File: config.mk
export PLATFORM = sky130hd
export DESIGN_NAME = imem_loader_flat
export DESIGN_NICKNAME = d
export VERILOG_FILES = /design/src/rtl/imem_loader_if.sv /design/src/rtl/imem_loader.sv /design/src/flat_wrapper.sv
export SDC_FILE = /design/constraint.sdc
export NUM_CORES = 1
export LEC_CHECK = 0
export BUFFER_PORTS_ARGS = -buffer_cell sky130_fd_sc_hd__buf_2
export CORE_ASPECT_RATIO = 0.5
export CORE_MARGIN = 2
export CORE_UTILIZATION = 24
export CTS_CLUSTER_DIAMETER = 120
export DETAILED_ROUTE_END_ITERATION = 10
export GPL_TIMING_DRIVEN = 0
export PLACE_DENSITY = 0.46
export REMOVE_ABC_BUFFERS = 1
export SYNTH_ARGS = -nofsm -noshare
export SYNTH_HDL_FRONTEND = slang
export SYNTH_SLANG_ARGS = --single-unit
File: constraint.sdc
create_clock -name clk -period 2.6 [get_ports clk]
set_clock_uncertainty 0.15 [all_clocks]
set_input_delay 0.52 -clock clk [delete_from_list [all_inputs] [get_ports clk]]
set_output_delay 0.52 -clock clk [all_outputs]
set_load 0.02 [all_outputs]
File: src/rtl/imem_loader_if.sv
// Byte-stream input and instruction-memory write/status bundle for imem_loader.
// master = loader side, slave = upstream byte source / memory / CPU side.
interface imem_loader_if #(
    parameter int CNT_W = 4
);
    // A byte moves on a rising edge when byte_valid and byte_ready are both 1.
    // The source may drop byte_valid at any time, and byte_data matters only while byte_valid=1.
    logic             byte_valid;
    logic [7:0]       byte_data;
    logic             byte_ready;
    logic             wr_en;
    logic [31:0]      wr_addr;
    logic [31:0]      wr_data;
    logic             cpu_hold;
    logic             done;
    logic             error;
    logic [CNT_W-1:0] words_loaded;

    modport master (
        input  byte_valid, byte_data,
        output byte_ready, wr_en, wr_addr, wr_data, cpu_hold, done, error, words_loaded
    );

    modport slave (
        output byte_valid, byte_data,
        input  byte_ready, wr_en, wr_addr, wr_data, cpu_hold, done, error, words_loaded
    );
endinterface

File: src/rtl/imem_loader.sv
// Instruction memory loader: the stream is a header N, then 4*N bytes (MSB first), then an XOR checksum.
// Writes one word per 4 bytes and releases cpu_hold only after a clean load.
module imem_loader #(
    parameter int WORDS_MAX = 9,
    parameter int CNT_W     = 4
) (
    input  logic                clk,
    input  logic                reset,
    imem_loader_if.master       bus,
    output logic [2:0]          state_dbg
);
    localparam logic [2:0] IDLE  = 3'd0;
    localparam logic [2:0] DATA  = 3'd1;
    localparam logic [2:0] WRITE = 3'd2;
    localparam logic [2:0] CHECK = 3'd3;
    localparam logic [2:0] DONE  = 3'd4;
    localparam logic [2:0] ERR   = 3'd5;

    localparam logic [7:0] MAX_BYTE = 8'(WORDS_MAX);

    logic [2:0]       state;
    logic [31:0]      word_r;
    logic [7:0]       csum;
    logic [1:0]       byte_cnt;
    logic [CNT_W-1:0] word_count;
    logic [CNT_W-1:0] words_loaded;
    logic             ready;
    logic             xfer;
    logic             header_bad;

    // byte_ready is held low while reset is asserted and during the one-cycle WRITE slot.
    assign ready      = !reset && (state != WRITE);
    assign xfer       = bus.byte_valid && ready;
    assign header_bad = (bus.byte_data == 8'd0) || (bus.byte_data > MAX_BYTE);

    assign bus.byte_ready   = ready;
    assign bus.wr_en        = (state == WRITE);
    assign bus.wr_addr      = {{(30-CNT_W){1'b0}}, words_loaded, 2'b00};
    assign bus.wr_data      = word_r;
    assign bus.cpu_hold     = (state != DONE);
    assign bus.done         = (state == DONE);
    assign bus.error        = (state == ERR);
    assign bus.words_loaded = words_loaded;
    assign state_dbg        = state;

    always_ff @(posedge clk) begin
        if (reset) begin
            state        <= IDLE;
            word_r       <= 32'd0;
            csum         <= 8'd0;
            byte_cnt     <= 2'd0;
            word_count   <= '0;
            words_loaded <= '0;
        end else begin
            case (state)
                IDLE, DONE: begin
                    if (xfer) begin
                        if (header_bad) begin
                            state <= ERR;
                        end else begin
                            word_count   <= bus.byte_data[CNT_W-1:0];
                            words_loaded <= '0;
                            csum         <= 8'd0;
                            byte_cnt     <= 2'd0;
                            state        <= DATA;
                        end
                    end
                end
                DATA: begin
                    if (xfer) begin
                        word_r   <= {word_r[23:0], bus.byte_data};
                        csum     <= csum ^ bus.byte_data;
                        byte_cnt <= byte_cnt + 2'd1;
                        if (byte_cnt == 2'd3) state <= WRITE;
                    end
                end
                WRITE: begin
                    // words_loaded doubles as the word index, so it must advance after the strobe.
                    words_loaded <= words_loaded + CNT_W'(1);
                    state <= (words_loaded + CNT_W'(1) == word_count) ? CHECK : DATA;
                end
                CHECK: begin
                    if (xfer) state <= (bus.byte_data == csum) ? DONE : ERR;
                end
                ERR: state <= ERR;
                default: state <= IDLE;
            endcase
        end
    end
endmodule

File: src/flat_wrapper.sv
// flat-port wrapper written by rule: the top's interface ports become plain ports
module imem_loader_flat 
#(
    parameter int WORDS_MAX = 9,
    parameter int CNT_W     = 4
)
  (clk, reset, state_dbg, bus_byte_valid, bus_byte_data, bus_byte_ready, bus_wr_en, bus_wr_addr, bus_wr_data, bus_cpu_hold, bus_done, bus_error, bus_words_loaded);
  imem_loader_if #(.CNT_W(CNT_W)) bus_i ();
  input  logic clk;
  input  logic reset;
  output logic [2:0] state_dbg;
  input wire logic [$bits(bus_i.byte_valid)-1:0] bus_byte_valid;
  input wire logic [$bits(bus_i.byte_data)-1:0] bus_byte_data;
  output wire logic [$bits(bus_i.byte_ready)-1:0] bus_byte_ready;
  output wire logic [$bits(bus_i.wr_en)-1:0] bus_wr_en;
  output wire logic [$bits(bus_i.wr_addr)-1:0] bus_wr_addr;
  output wire logic [$bits(bus_i.wr_data)-1:0] bus_wr_data;
  output wire logic [$bits(bus_i.cpu_hold)-1:0] bus_cpu_hold;
  output wire logic [$bits(bus_i.done)-1:0] bus_done;
  output wire logic [$bits(bus_i.error)-1:0] bus_error;
  output wire logic [$bits(bus_i.words_loaded)-1:0] bus_words_loaded;
  assign bus_i.byte_valid = bus_byte_valid;
  assign bus_i.byte_data = bus_byte_data;
  assign bus_byte_ready = bus_i.byte_ready;
  assign bus_wr_en = bus_i.wr_en;
  assign bus_wr_addr = bus_i.wr_addr;
  assign bus_wr_data = bus_i.wr_data;
  assign bus_cpu_hold = bus_i.cpu_hold;
  assign bus_done = bus_i.done;
  assign bus_error = bus_i.error;
  assign bus_words_loaded = bus_i.words_loaded;
  imem_loader #(.WORDS_MAX(WORDS_MAX), .CNT_W(CNT_W)) u_core (.clk(clk), .reset(reset), .bus(bus_i), .state_dbg(state_dbg));
endmodule
==> flow_summary_export.csv, run 1 <==
group,metric,value,unit
run,cap_violations,0,
pwr,leakagePower,1.23,nW
clock_tree,ctsHtreeMaxLevel,2,
yosys,synthTopCellsByCount,"nand2_1 (70), dfxtp_1 (53), a21oi_1 (39)",
route,viasPerCell,4.25,
clock_tree,cts-buffers-inserted,5,
clock_tree,clkLatencyLatePin,290,ps
clock_tree,clockRootBuffer,"clkbuf_16",
yosys,synth_area_leaders,"dfxtp_1 (39%), buf_4 (9.8%), nand2_1 (9.8%), a21oi_1 (7.2%), nand3b_1 (4.2%)",
floorplan,die-area,12100,sq um
sta,fin_crit,2400,ps
final_layout,drive_above_1_share,22.5,%
clock_tree,clock-sinks,53,
clock_tree,clkTransAtPathRegs,70,ps
floorplan,io_pins,87,
sta,tightest_slew,768,ps
yosys,yosys_warnings,0,
sta,finalSetupViolCount,0,
clock_tree,hold_buffers,0,
worst_hold_path,min_path_type,"register to register",
final_layout,stdcell_count,510,
clock_tree,ctsLongestPathBuffers,2,
critical_path,cp-start-kind,"register",
yosys,yosysMostFrequentCell,"nand2_1",
route,final_antenna_net_count,0,
route,vias,2166,
critical_path,end_kind,"output pin",
floorplan,core,11000,sq um
final_layout,fillers,1211,
final_layout,diodes,0,
grt,antenna_found_initial,0,
pwr,totalPowerFinal,1.81,mW
status,status,"finished, final reports clean",
pwr,irDropWorstVdd,0.000261,V
critical_path,required,1930,ps
route,drt_pre_antenna_iters,4,
sta,layout_worst_path_cycle_share,92.2,%
placement,placedCellCount,502,
floorplan,initial_core_util,24.5,%
sta,max_freq,417,MHz
grt,grt_pass1_wl,10.2,mm
final_layout,multiInputGateArea,1390,sq um
yosys,synthFlopType,"dfxtp_1",
critical_path,cp.arrival,1730,ps
floorplan,die_h,78.9,um
critical_path,worst-r2r-cell-count,4,
final_layout,seqCellArea,1060,sq um
sta,grt_setup_unrepaired,"no",
yosys,synth-edff-count,0,
yosys,ys_seq_area_share,39.4,%
critical_path,reg2reg_to,"u_core.bus.wr_data[12]",
yosys,syn_avg_cell_area,8.39,sq um
yosys,netlist_instances,321,
yosys,synth_top_area_share,39.4,%
route,drt-wirelength-per-cell,12.4,um
floorplan,row_count,27,
grt,grt_pass1_vias,1954,
critical_path,rrSetupSlack,370,ps
placement,hpwl,4.16,mm
route,drcViolationCount,0,
final_layout,post-route-util,28.4,%
worst_hold_path,min_path_cells,2,
final_layout,stdcell_area,3110,sq um
yosys,async_flop_share,0,%
placement,gp_congestion,0.689,
critical_path,r2r_start,"u_core.state_dbg[0]",
final_layout,fin_nets,377,
grt,gr-total-overflow,0,
route,drt_iter0_drc,120,
placement,port_buffers,58,
sta,slew_headroom,48.7,%
placement,dpl-instance-area,2930,sq um
worst_hold_path,worst_hold_path.endpoint,"u_core.bus.wr_data[31]",
sta,slew_viol_final,0,
route,wl,6.32,mm
grt,grt_max_degree,63,
pwr,power_density,582,nW/um^2
worst_hold_path,hp-start,"u_core.bus.wr_data[31]",
floorplan,fp.dieW,154,um
grt,grt_use_total,10.5,%
yosys,netlist_area,2690,sq um
yosys,synth_top_cell_by_area,"dfxtp_1",
sta,hold_viol,0,
clock_tree,cts_tree,"yes",
critical_path,crit_type,"register to output pin",
yosys,yosys_register_bits,53,
yosys,ys_types,47,
final_layout,area_growth_syn_to_layout,15.6,%
critical_path,critPathMaxFanout,12,
## final cells by class
type                       instances  share of cell area (%)
tap                              145                    5.83
multi-input combinational        241                    44.5
clock buffer                       7                    4.58
sequential                        53                    34.1
inverter                           5                   0.603
clock inverter                     1                   0.965
timing repair buffer              58                    9.41
## kinds of logic (layout without fill, tap and decap cells)
logic type | count (synthesis) | after routing | share of synthesized area [%]
compound gates | 70 | 70 | 15.7
xor+xnor | 14 | 14 | 4.55
fa+ha+maj | 2 | 2 | 0.929
buf+inv | 54 | 71 | 13.2
flops | 53 | 53 | 39.4
mux | 4 | 4 | 1.86
other cells | 1 | 28 | 0.139
simple gates | 123 | 123 | 24.2
## sequential cells by signal, summed over array words and instances (netlist names)
name,count
u_core.bus.wr_data,32
u_core.csum,8
u_core.bus.words_loaded,4
u_core.word_count,4
u_core.state_dbg,3
u_core.byte_cnt,2
## repair_timing
item	in CTS	in global routing
resized for setup	2	2
endpoints found under the setup margin	33	31
buffers inserted	0	0
## report_power, final
part	internal [mW]	switching, mW
clock network	0.482	0.307
registers	0.825	0.0165
logic	0.0499	0.130
total	1.36	0.454
## layer usage
layer / GRT usage, % / part of all wire [%] / vias up
met5: 0 / 0 / -
li1: - / - / 1122
met4: 3.83 / 1.1 / 0
met3: 2.95 / 4.1 / 4
met1: 13.9 / 52 / 989
met2: 16.6 / 43 / 51
## per-stage QoR
stage	setup slack [ps]	hold slack, ps	setup TNS (ps)
after detailed placement	-603	294	-19850
after CTS	18.6	304	0
final	202	301	0
after global routing	106	317	0
after floorplan	443	310	0
after global placement	-580	290	-20170
## worst max path at each step
stage,from,end,cells past startpoint,slack (ps)
3_5_place_dp,reset,u_core.byte_cnt[0],5,-600
5_1_grt,u_core.state_dbg[1],bus_byte_ready,4,110
2_1_floorplan,u_core.state_dbg[1],bus_byte_ready,3,440
3_3_place_gp,reset,u_core.bus.wr_data[30],5,-580
6_report,u_core.state_dbg[1],bus_byte_ready,4,200
4_1_cts,u_core.state_dbg[1],bus_byte_ready,4,20
## layout by cell type, fill, tap and decap left out, types with 3 or more instances in the layout
cell	synthesis	final
nand3_1	3	3
a31oi_1	7	7
o21ai_0	4	4
nor2_1	4	4
conb_1	1	28
buf_2	3	57
xnor2_1	12	12
clkbuf_16	0	5
inv_1	5	5
nand2_1	70	69
a21oi_1	39	39
nor2b_1	3	3
dfxtp_1	53	52
or3_1	3	3
nand2b_1	5	5
nand3b_1	15	15
o211ai_1	9	9
## worst max-delay path, cell delays in order (launching register included)
cell and delay [ps]:
dfxtp_2 470, or3b_1 520, inv_1 200, nor2_1 60, buf_2 190
(Power assumes the default switching activity.)
==> run 2, diff against run 1 <==
ABC_AREA = 1   (was default)
==> run 2 against run 1 <==
Against the previous run:
- maximum frequency is 2.4% higher
- global-route usage increased by 0.24 points
- critical path depth increased by 4
- register-to-register slack gained 50 ps
- largest power group unchanged
- combinational power rose to 3.8 times the previous value
==> flow_summary_export.csv, run 2 <==
group,metric,value,unit
yosys,synthXorXnorAreaFrac,2.68,%
yosys,synth_compound_area_share,14.9,%
clock_tree,clkLatencyLatePin,300,ps
grt,grt_pass1_wl,10.2,mm
route,drt_pre_antenna_iters,4,
critical_path,cp-startpoint,"reset",
floorplan,initial_core_util,25.1,%
yosys,synth_top_cell_by_area,"dfxtp_1",
sta,hold_viol,0,
pwr,totalPowerFinal,2.38,mW
critical_path,reg2reg_to,"u_core.csum[0]",
yosys,async_flop_share,0,%
sta,slew_viol_final,0,
placement,dpl-instance-area,2860,sq um
sta,finalSetupViolCount,0,
clock_tree,clkTransAtPathRegs,80,ps
critical_path,cp-start-kind,"primary input",
yosys,yosys.area_share.simple,24.5,%
sta,grt_setup_unrepaired,"no",
final_layout,diodes,0,
pwr,p_comb_share,28.5,%
run,cap_violations,0,
clock_tree,ctsHtreeMaxLevel,2,
grt,use_met2,16.7,%
floorplan,fp.dieW,152,um
yosys,synthAdderAreaFrac,0.958,%
critical_path,cp-endpoint,"u_core.csum[0]",
clock_tree,clockRootBuffer,"clkbuf_16",
yosys,synthMuxAreaShare,0,%
grt,gr-total-overflow,0,
final_layout,largest_reg_flops,32,
yosys,ys_types,31,
placement,placedCellCount,527,
placement,gp_congestion,0.756,
pwr,switching_share,37.9,%
critical_path,crit_type,"primary input to register",
route,drt-wirelength-per-cell,11.3,um
route,vias,2161,
final_layout,stdcell_area,3020,sq um
critical_path,worst-r2r-cell-count,9,
grt,grtUsageMet1,15.1,%
route,drcViolationCount,0,
final_layout,fin_nets,408,
floorplan,die_h,77.8,um
final_layout,final_common_cell,"nor2_1",
yosys,synthFlopType,"dfxtp_1",
pwr,irDropWorstVdd,0.000280,V
sta,max_freq,427,MHz
critical_path,cp.arrival,2380,ps
critical_path,end_kind,"register",
floorplan,io_pins,87,
yosys,synth-edff-count,0,
sta,layout_worst_path_cycle_share,90.1,%
floorplan,row_count,26,
final_layout,area_growth_syn_to_layout,15.5,%
critical_path,critPathMaxFanout,35,
pwr,p_int,1.48,mW
yosys,synth_top_family_by_area,"simple AND/OR/NAND/NOR gates",
yosys,synthTopCellsByCount,"nor2_1 (80), dfxtp_1 (53), nand2_1 (39)",
yosys,synth_top_area_share,40.6,%
sta,tightest_slew,873,ps
sta,fin_crit,2340,ps
critical_path,required,2640,ps
clock_tree,cts-buffers-inserted,5,
grt,grt_pass1_vias,1907,
grt,grt_use_total,10.8,%
placement,hpwl,3.98,mm
critical_path,r2r_start,"u_core.state_dbg[2]",
route,final_antenna_net_count,0,
grt,grt.busiest_layer,"met2",
pwr,power_density,789,nW/um^2
yosys,yosysMostFrequentCell,"nor2_1",
grt,grt_util_met3,2.53,%
pwr,leakagePower,1.54,nW
critical_path,rrSetupSlack,420,ps
final_layout,final_cell_mix,"nor2_1 (80), buf_2 (58), dfxtp_1 (53), nand2_1 (39), o21ai_0 (37)",
yosys,yosys_warnings,0,
pwr,seqPwrFrac,41.3,%
yosys,netlist_area,2610,sq um
grt,grt_max_degree,36,
yosys,netlist_instances,348,
placement,port_buffers,58,
yosys,yosys_register_bits,53,
status,status,"finished, final reports clean",
sta,slew_headroom,41.5,%
pwr,clkPwrFrac,30.2,%
grt,antenna_found_initial,0,
sta,fin_hold_ws,325,ps
clock_tree,ctsLongestPathBuffers,2,
pwr,p_switching,0.903,mW
final_layout,drive_above_1_share,21.0,%
clock_tree,cts_tree,"yes",
clock_tree,hold_buffers,0,
route,wl,6.07,mm
final_layout,stdcell_count,536,
clock_tree,clock-sinks,53,
yosys,ys_seq_area_share,40.6,%
route,drt_iter0_drc,157,
route,viasPerCell,4.03,
floorplan,die-area,11800,sq um
floorplan,core,10400,sq um
yosys,syn_avg_cell_area,7.51,sq um
worst_hold_path,min_path_type,"register to register",
yosys,synth_area_leaders,"dfxtp_1 (41%), nor2_1 (11%), buf_4 (10%), o21ai_0 (7.1%), nand2_1 (5.6%)",
## run 2: per-stage QoR
step	TNS [ps]	setup slack (ps)	util (%)
floorplan	0	302	-
global placement	-30520	-838	27.4
detailed placement	-27710	-781	27.4
CTS	0	241	29.0
global route	0	55.5	29.0
finish	0	258	29.0
## run 2: how the worst min path moves through the flow
stage	to	slack, ps	depth (start not counted)	from
after global placement	u_core.word_count[0]	320	2	u_core.word_count[0]
after CTS	u_core.word_count[0]	330	2	u_core.word_count[0]
after detailed placement	u_core.word_count[0]	320	2	u_core.word_count[0]
after floorplan	u_core.word_count[0]	300	2	u_core.word_count[0]
final	u_core.word_count[0]	320	2	u_core.word_count[0]
after global routing	u_core.word_count[1]	350	2	u_core.word_count[1]
## run 2: power by group through the flow
stage	Clock [mW]	Sequential [mW]	Combinational (mW)
5_1_grt	0.777	1.00	0.770
2_1_floorplan	0	1.09	0.393
6_report	0.718	0.985	0.679
4_1_cts	0.731	0.985	0.690
3_3_place_gp	0	1.00	0.686
3_5_place_dp	0	1.00	0.685
## run 2: cells by family after synthesis
kind of cell,Yosys count
flip-flops,53
adder cells (fa/ha/maj),2
XOR/XNOR,8
other,1
AO/OA/AOI/OAI,72
AND/OR/NAND/NOR,141
buffers and inverters,71
## run 2: timing repair
item,CTS,global route
setup buffers,0,0
resized for setup,1,0
setup endpoints to repair,42,0
## run 2: cell type report
class / count / area, sq um
clock buffer: 5 / 125
sequential: 53 / 1060
tap: 140 / 175
fill: 1162 / 7390
multi-input combinational: 251 / 1230
timing repair inverter: 1 / 5.00
inverter: 25 / 104
timing repair buffer: 58 / 290
clock inverter: 3 / 28.8
## run 2: metal layers
layer  up-vias  part of all wire, %
li1       1160                    -
met1       947                   52
met2        49                   42
met3         5                  4.6
met4         0                  1.0
met5         -                    0
## run 2: worst max-delay path, cell delays in order
cell,delay [ps]
buf_2,250
clkinvlp_4,460
nand3_4,280
nor2_8,110
inv_4,350
nand2_8,150
o21ai_1,150
nor2_1,60
==> run 3, diff against run 2 <==
ABC_AREA = 0   (was 1)
CTS_BUF_LIST = sky130_fd_sc_hd__clkbuf_16   (was default)
==> run 3 against run 2 <==
Against the previous run:
- non-clock buffer count unchanged
- cell count decreased by 4.9%
- worst hold slack got worse by 24 ps
- critical path depth decreased by 4
- maximum frequency decreased by 2.5%
- utilization decreased by 0.73 points
- total power decreased by 25%
==> flow_summary_export.csv, run 3 (synthesis results as in run 1) <==
group,metric,value,unit
route,wl,6.32,mm
final_layout,largest_reg_flops,32,
clock_tree,clkLatencyLatePin,290,ps
final_layout,final_cell_mix,"nand2_1 (69), buf_2 (57), dfxtp_1 (52), a21oi_1 (39), conb_1 (28)",
clock_tree,hold_buffers,0,
clock_tree,clock-sinks,53,
floorplan,die_h,78.9,um
floorplan,io_pins,87,
sta,fin_hold_ws,301,ps
route,drcViolationCount,0,
final_layout,fillers,1212,
grt,gr-total-overflow,0,
critical_path,reg2reg_to,"u_core.bus.wr_data[12]",
clock_tree,clkTransAtPathRegs,70,ps
sta,fin_crit,2400,ps
placement,port_buffers,58,
route,viasPerCell,4.25,
final_layout,drive_above_1_share,22.2,%
sta,worst_slack,198,ps
route,drt-wirelength-per-cell,12.4,um
clock_tree,cts.repair.resized,2,
floorplan,initial_core_util,24.5,%
final_layout,stdcell_area,3100,sq um
run,cap_violations,0,
sta,finalSetupViolCount,0,
worst_hold_path,min_path_cells,2,
sta,grt_setup_unrepaired,"no",
sta,slew_viol_final,0,
critical_path,crit_type,"register to output pin",
critical_path,required,1930,ps
floorplan,core,11000,sq um
route,drt_pre_antenna_iters,4,
critical_path,cp.arrival,1730,ps
placement,hpwl,4.16,mm
clock_tree,cts_tree,"yes",
floorplan,row_count,27,
final_layout,fin_nets,377,
pwr,leakagePower,1.23,nW
critical_path,rrSetupSlack,370,ps
sta,slew_headroom,48.9,%
pwr,power_density,572,nW/um^2
clock_tree,ctsHtreeMaxLevel,2,
final_layout,area_growth_syn_to_layout,15.2,%
grt,antenna_found_initial,0,
sta,hold_viol,0,
placement,place_ws,-603,ps
placement,dpl-instance-area,2930,sq um
route,vias,2169,
placement,gp_congestion,0.689,
grt,grt_use_total,10.5,%
status,status,"finished, final reports clean",
grt,grt_pass1_vias,1944,
critical_path,worst-r2r-cell-count,4,
grt,grt_max_degree,63,
route,drt_iter0_drc,125,
sta,final.setup.tns,0,ps
critical_path,critPathMaxFanout,12,
critical_path,cp-start-kind,"register",
worst_hold_path,worst_hold_path.endpoint,"u_core.bus.wr_data[31]",
worst_hold_path,hp-start,"u_core.bus.wr_data[31]",
critical_path,end_kind,"output pin",
final_layout,final_common_cell,"nand2_1",
critical_path,r2r_start,"u_core.state_dbg[0]",
floorplan,die-area,12100,sq um
pwr,irDropWorstVdd,0.000260,V
route,final_antenna_net_count,0,
sta,tightest_slew,764,ps
clock_tree,ctsLongestPathBuffers,2,
grt,grt_pass1_wl,10.2,mm
final_layout,post-route-util,28.3,%
clock_tree,clockRootBuffer,"clkbuf_16",
sta,layout_worst_path_cycle_share,92.4,%
floorplan,fp.dieW,154,um
clock_tree,postCtsSetupRepairBufs,0,
final_layout,diodes,0,
clock_tree,cts-buffers-inserted,5,
worst_hold_path,min_path_type,"register to register",
sta,max_freq,416,MHz
==> run 3: how the worst max path moves through the flow <==
stage | start | end | depth (start not counted) | slack, ps
floorplan | u_core.state_dbg[1] | bus_byte_ready | 3 | 440
CTS | u_core.state_dbg[1] | bus_byte_ready | 4 | 20
finish | u_core.state_dbg[1] | bus_byte_ready | 4 | 200
global placement | reset | u_core.bus.wr_data[30] | 5 | -580
global route | u_core.state_dbg[1] | bus_byte_ready | 4 | 110
detailed placement | reset | u_core.byte_cnt[0] | 5 | -600
==> run 3: critical path: stages, from the launching register on <==
cell and delay [ps]:
dfxtp_2 470, or3b_1 520, inv_1 200, nor2_1 60, buf_2 190
==> run 3: layout make-up <==
cell class	instances	area, sq um	area share, %
Timing Repair Buffer	58	293	9.44
Tap cell	145	181	5.85
Sequential cell	53	1060	34.2
Clock buffer	5	125	4.03
Multi-Input combinational cell	241	1390	44.6
Clock inverter	3	37.5	1.21
Inverter	5	18.8	0.605
==> run 3: metal layers <==
layer  global-route usage, %  vias to the layer above  part of all wire [%]
li1                        -                     1123                     -
met1                    13.9                      991                    52
met2                    16.5                       51                    43
met3                    2.95                        4                   4.1
met4                    3.83                        0                   1.1
met5                       0                        -                     0
==> run 3: report_power, final <==
group | total (mW) | switching, mW | internal (mW)
clock network | 0.754 | 0.306 | 0.448
logic | 0.180 | 0.130 | 0.0499
registers | 0.841 | 0.0165 | 0.825
total | 1.78 | 0.453 | 1.32
==> run 3: metrics by stage <==
step           cells  power (mW)
6_report         510        1.78
5_1_grt          510        1.86
4_1_cts          510        1.80
3_5_place_dp     502        1.04
3_3_place_gp     502        1.04
2_1_floorplan    299       0.975
